<file path="config.mk">
export PLATFORM = sky130hd
export DESIGN_NAME = hex_digit_counter
export DESIGN_NICKNAME = d
export VERILOG_FILES = /design/src/rtl/hex_digit_counter.sv
export SDC_FILE = /design/constraint.sdc
export NUM_CORES = 1
export LEC_CHECK = 0
export ABC_AREA = 1
export CAP_MARGIN = 10
export CORE_AREA = 3 3 85 87
export DETAILED_ROUTE_END_ITERATION = 7
export DIE_AREA = 0 0 88 90
export GPL_TIMING_DRIVEN = 1
export PLACE_DENSITY_LB_ADDON = 0.25
export REMOVE_ABC_BUFFERS = 1
export SLEW_MARGIN = 25
export SYNTH_ARGS = -nofsm -noshare
export SYNTH_HDL_FRONTEND = slang
export SYNTH_SLANG_ARGS = --single-unit
</file>
<file path="constraint.sdc">
create_clock -name clock -period 2 [get_ports clock]
set_input_delay 0.6 -clock clock [delete_from_list [all_inputs] [get_ports clock]]
set_output_delay 0.6 -clock clock [all_outputs]
set_load 0.05 [all_outputs]
</file>
<file path="src/rtl/hex_digit_counter.sv">
// Hex digit source for the seven-segment decoder path: a reloadable rate divider
// gating a 4-bit up/down counter with parallel load and wrap/advance pulses.
module hex_digit_counter #(
    parameter int unsigned TICKS_PER_SEC = 50000000,
    parameter int unsigned DIV_W         = 28
) (
    input  logic       clock,
    input  logic       resetn,
    input  logic       enable,
    input  logic [1:0] rate_sel,
    input  logic       up,
    input  logic       load,
    input  logic [3:0] load_value,
    output logic [3:0] digit,
    output logic       tick,
    output logic       carry
);

    localparam logic [DIV_W-1:0] RELOAD_1S = DIV_W'(TICKS_PER_SEC - 1);
    localparam logic [DIV_W-1:0] RELOAD_2S = DIV_W'(2 * TICKS_PER_SEC - 1);
    localparam logic [DIV_W-1:0] RELOAD_4S = DIV_W'(4 * TICKS_PER_SEC - 1);

    logic [DIV_W-1:0] div_cnt_q, div_cnt_d;
    logic [1:0]       rate_q, rate_d;
    logic [3:0]       digit_q, digit_d;
    logic             tick_q, tick_d;
    logic             carry_q, carry_d;

    logic [DIV_W-1:0] reload_c;
    logic             rate_change_c;
    logic             div_zero_c;
    logic             adv_c;

    // Divider reload for the currently requested rate
    always_comb begin
        reload_c = '0;
        case (rate_sel)
            2'b01:   reload_c = RELOAD_1S;
            2'b10:   reload_c = RELOAD_2S;
            2'b11:   reload_c = RELOAD_4S;
            default: reload_c = '0;
        endcase
    end

    assign rate_change_c = (rate_sel != rate_q);
    assign div_zero_c    = (div_cnt_q == '0);
    assign adv_c         = enable & div_zero_c & ~load & ~rate_change_c;

    always_comb begin
        div_cnt_d = div_cnt_q;
        rate_d    = rate_q;
        digit_d   = digit_q;
        tick_d    = 1'b0;
        carry_d   = 1'b0;

        // A rate switch restarts the period and suppresses any advance on this edge
        if (rate_change_c) begin
            div_cnt_d = reload_c;
            rate_d    = rate_sel;
        end else if (load) begin
            div_cnt_d = reload_c;
        end else if (enable && div_zero_c) begin
            div_cnt_d = reload_c;
        end else if (enable) begin
            div_cnt_d = div_cnt_q - DIV_W'(1);
        end

        if (load) begin
            digit_d = load_value;
        end else if (adv_c) begin
            digit_d = up ? (digit_q + 4'd1) : (digit_q - 4'd1);
            tick_d  = 1'b1;
            carry_d = up ? (digit_q == 4'hF) : (digit_q == 4'h0);
        end
    end

    always_ff @(posedge clock or negedge resetn) begin
        if (!resetn) begin
            div_cnt_q <= '0;
            rate_q    <= 2'b00;
            digit_q   <= 4'h0;
            tick_q    <= 1'b0;
            carry_q   <= 1'b0;
        end else begin
            div_cnt_q <= div_cnt_d;
            rate_q    <= rate_d;
            digit_q   <= digit_d;
            tick_q    <= tick_d;
            carry_q   <= carry_d;
        end
    end

    assign digit = digit_q;
    assign tick  = tick_q;
    assign carry = carry_q;

endmodule

</file>
### Yosys cells after proc, flatten, opt, wreduce, memory -nomap -nowiden

Index checks and enable logic that the tools add are counted.

* register bits: 36
* input bits: 11
* output and inout bits: 6
* word-level logic and storage cells: 36

* add/sub/neg operators: 3
* eq/ne operators: 5
* multiplexer cells: 13
* bitwise gates (word level): 5
* reduce and logical (&&, ||, !) cells: 5

Operator list (count)
* two-way mux 28 bit: 4
* case mux 28 bit (3 select lines): 1
* zero test 28 bit: 1
* subtractor 28 x 1 -> 28 bit (second input constant): 1
* two-way mux 4 bit: 3
* two-way mux 1 bit: 5
* adder 4 x 1 -> 4 bit (second input constant): 1
* equality test 2 bit (second input constant): 2
* equality test 4 bit (second input constant): 1
* zero test 4 bit: 1
* nonzero test 4 bit: 1
* subtractor 4 x 1 -> 4 bit (second input constant): 1
* bitwise AND 1 bit: 3
* equality test 2 x 1 -> 1 bit (second input constant): 1
* != test 2 bit: 1
* inverter 1 bit: 2
* nonzero test 2 bit: 1
* logical AND 1 bit: 1

### Logic depth before layout (Yosys ltp)

* depth in word-level cells: 6
* gate-level depth with buffers: 13
* gate-level depth less buffers: 12

### Least setup slack after synthesis

OpenSTA, ideal clock, no wires.

* path kind: input -> register
* from: input rate_sel[0]
* to: register div_cnt_q[1]
* library setup time: 0.132 ns
* arrival: 1.601 ns
* required time: 1.868 ns
* setup slack: 0.267 ns
* stages: 9
* buffers on the path: 2
* cells stage by stage: inv_1 -> or2_1 -> nand4_2 -> inv_2 -> nand2_4 -> buf_8 -> buf_8 -> o21ai_0 -> o21ai_0

* word-level cells in the longest chain between the ends: 5
* elaborated cells on any way between the ends: 9
* classes of those cells: 4 x eq/ne; 4 x mux; 1 x reduce/logical

Ends and longest elaborated chain
* from (decl): line 10 `input logic [1:0] rate_sel,`
* equality test 2 bit or equality test 2 x 1 -> 1 bit (tied branches): line 37 `case (rate_sel)`
* case mux 28 bit (3 select lines): line 37
* two-way mux 28 bit: line 62 `end else if (enable && div_zero_c) begin`
* two-way mux 28 bit: line 60 `end else if (load) begin`
* two-way mux 28 bit: line 57 `if (rate_change_c) begin`
* to (signal assigned): line 85 `div_cnt_q <= div_cnt_d;`
* to (decl): line 23 `logic [DIV_W-1:0] div_cnt_q, div_cnt_d;`

Several ways; a longest one is shown, not always the timed one.
A chain may end at the register's enable or synchronous reset.

### Final worst setup path

* from: input load
* to: register div_cnt_q[15]

* word-level cells in the longest chain between the ends: 2
* elaborated cells on any way between the ends: 3
* classes of those cells: 2 x mux; 1 x reduce/logical

Ends and longest elaborated chain
* from (decl): line 12 `input logic load,`
* two-way mux 28 bit: line 60
* two-way mux 28 bit: line 57

Several ways; a longest one is shown, not always the timed one.

==> results.cfg <==
[critical_path]
path_buf_inv = 5
r2r-start = div_cnt_q[0]
worstSetupEndpointType = register
cp_data_arrival_time_ns = 2.08
critPathLaunchType = input pin
worstSetupPathType = input pin to register
crit_path_max_fanout = 7
path_common_cell = inv_1
cp_slowest_cell = clkdlybuf4s50_1
critical_path.cell_chain = clkdlybuf4s50_1 -> inv_1 -> nand4_2 -> inv_4 -> nand2_8 -> a21oi_4 -> clkbuf_16 -> inv_1 -> o21ai_1
cp-startpoint = load
critPathTopFamily = buffers and inverters
max_stage_delay_ns = 0.42
worstPathRequired_ns = 2.23

[clocking]
htreeDepth = 2
numCtsBuffers = 5
cts.path.max_buffers = 2
clkSlewWorstSetupHoldPaths_ns = 0.08
clock_sinks = 36
root_buffer = clkbuf_8
cts_hold_buf = 0
cts_tree = yes
clock_latency_ns = 0.30

[global_routing]
first_global_vias = 2417
grt_max_degree = 37
grt_use_total = 0.179
grt_pass1_wl_microns = 11400
overflow = 0
antenna_found_initial = 0

[routing]
routedWlPerCell_microns = 13.4
postRouteAntennaNets = 0
drt-initial-drc-count = 184
dr.pass1.iters = 4
drc = 0
viasPerCell = 5.08
wl_microns = 6710
vias = 2548

[die]
pin_count = 17
die_y_microns = 90
num_rows = 29
start_util = 0.408
dieArea_sq_um = 7920
core_area_sq_um = 6420
dieWidth_microns = 88

[run]
maxCapViolations = 0

[finish]
finish.utilization = 0.507
antenna_cells = 0
fillers = 631
final_common_cell = nand2_1
final_area_sq_um = 3260
drive_gt1_frac = 0.191
area_growth_pct = 24.3
register_area_sq_um = 901
final_cell_mix = 81 x nand2_1, 55 x nor2_1, 47 x inv_1
nets = 444
multiInputGateArea_sq_um = 1500
layoutNonFillerInstCount = 502

[timing]
tightest_slew_ns = 0.482
fin_crit_ns = 1.85
setup_viol = 0
whs_ns = 0.337
post-route-period-util = 0.927
fmax_ghz = 0.539
rsz0062_at_grt = no
clock_skew_ns = 0.00617
relSlewSlack = 0.679
hold_viol = 0
final_max_slew_viol_count = 0

[placement]
dpl.hpwl_microns = 5040
portBuffers = 16
placed_area_sq_um = 3050
gp_congestion = 0.871
dpl.cell_count = 492

[logic_synthesis]
synth_cell_type_count = 34
syn_avg_cell_area_sq_um = 6.97
synth.cell_area_sq_um = 2620
yosysSeqAreaShare = 0.344
synthCells = 376
ys_warn_count = 0
synth-seq-cells = 36

[power_and_ir_drop]
cellPowerDensity_nw_per_um2 = 670
total_power_mw = 2.18
vdd_drop_max_mv = 0.336
power_leakage_nw = 1.56

[status]
status = finished, final reports clean

[min_path]
holdCritPathClass = input pin to asynchronous set/reset pin
flip-flops by register name, indices dropped and copies added, names as in the netlist:
register and flops:
digit 4, carry 1, tick 1, rate_q 2, div_cnt_q 28
per-stage QoR:
step / TNS, ns / worst slack (ns)
finish: 0 / 0.146
global route: 0 / 0.0164
CTS: 0 / 0.0265
detailed placement: -6.83 / -0.265
global placement: -6.14 / -0.230
floorplan: 0 / 0.0966
layout make-up:
cell class / count / share of cell area
Clock buffer: 5 / 0.0211
Multi-Input combinational cell: 280 / 0.462
Timing Repair Buffer: 49 / 0.137
Clock inverter: 3 / 0.0131
Inverter: 52 / 0.0611
Sequential cell: 36 / 0.277
Tap cell: 77 / 0.0296
kinds of logic after synthesis:
| family | share of synthesized area |
|---|---|
| buf+inv | 0.0998 |
| simple gates | 0.332 |
| fa+ha+maj | 0.0458 |
| compound gates | 0.128 |
| flops | 0.344 |
| xor+xnor | 0.0501 |
worst paths after layout:
path                                  to  slack [ns]  cells past startpoint
min in group clock          div_cnt_q[6]        0.56                      2
hold reg to reg             div_cnt_q[6]        0.56                      2
setup / recovery           div_cnt_q[15]        0.15                      9
setup reg to reg            div_cnt_q[4]        0.20                     12
hold / removal             div_cnt_q[15]        0.34                      2
max in group asynchronous  div_cnt_q[24]        1.31                      2
timing repair:
item,4_1_cts,5_1_grt
setup buffers,0,1
setup endpoints to repair,0,25
gates resized for setup,0,22
layer usage:
metal / wire (microns) / part of all wire / vias up / global-route usage
met4: 119 / 0.018 / 0 / 0.0691
met1: 3250 / 0.48 / 1178 / 0.251
met3: 349 / 0.052 / 12 / 0.0274
met2: 2990 / 0.45 / 63 / 0.274
met5: 0 / 0 / - / 0
li1: - / - / 1295 / -
cells in the mapped netlist, drive strengths merged:
cell / number / area, sq um
inv: 51 / 191
nor2: 69 / 302
fa: 1 / 20.0
nand3: 22 / 110
xor2: 10 / 87.6
or2: 2 / 12.5
o21ai: 37 / 185
nor3: 8 / 40.0
ha: 8 / 100
a22oi: 3 / 22.5
a31oi: 1 / 6.26
a41oi: 2 / 17.5
dfrtp: 36 / 901
nand2: 87 / 354
a21oi: 17 / 92.6
buf: 5 / 53.8
nand3b: 1 / 7.51
clkbuf: 3 / 11.3
o22ai: 1 / 12.5
nand4: 6 / 43.8
xnor2: 5 / 43.8
clkinv: 1 / 5.00
where the power goes:
part	internal (mW)	switching, mW
sequential	0.806	0.102
combinational	0.255	0.356
clock	0.369	0.292
total	1.43	0.751
(Power assumes the default switching activity.)
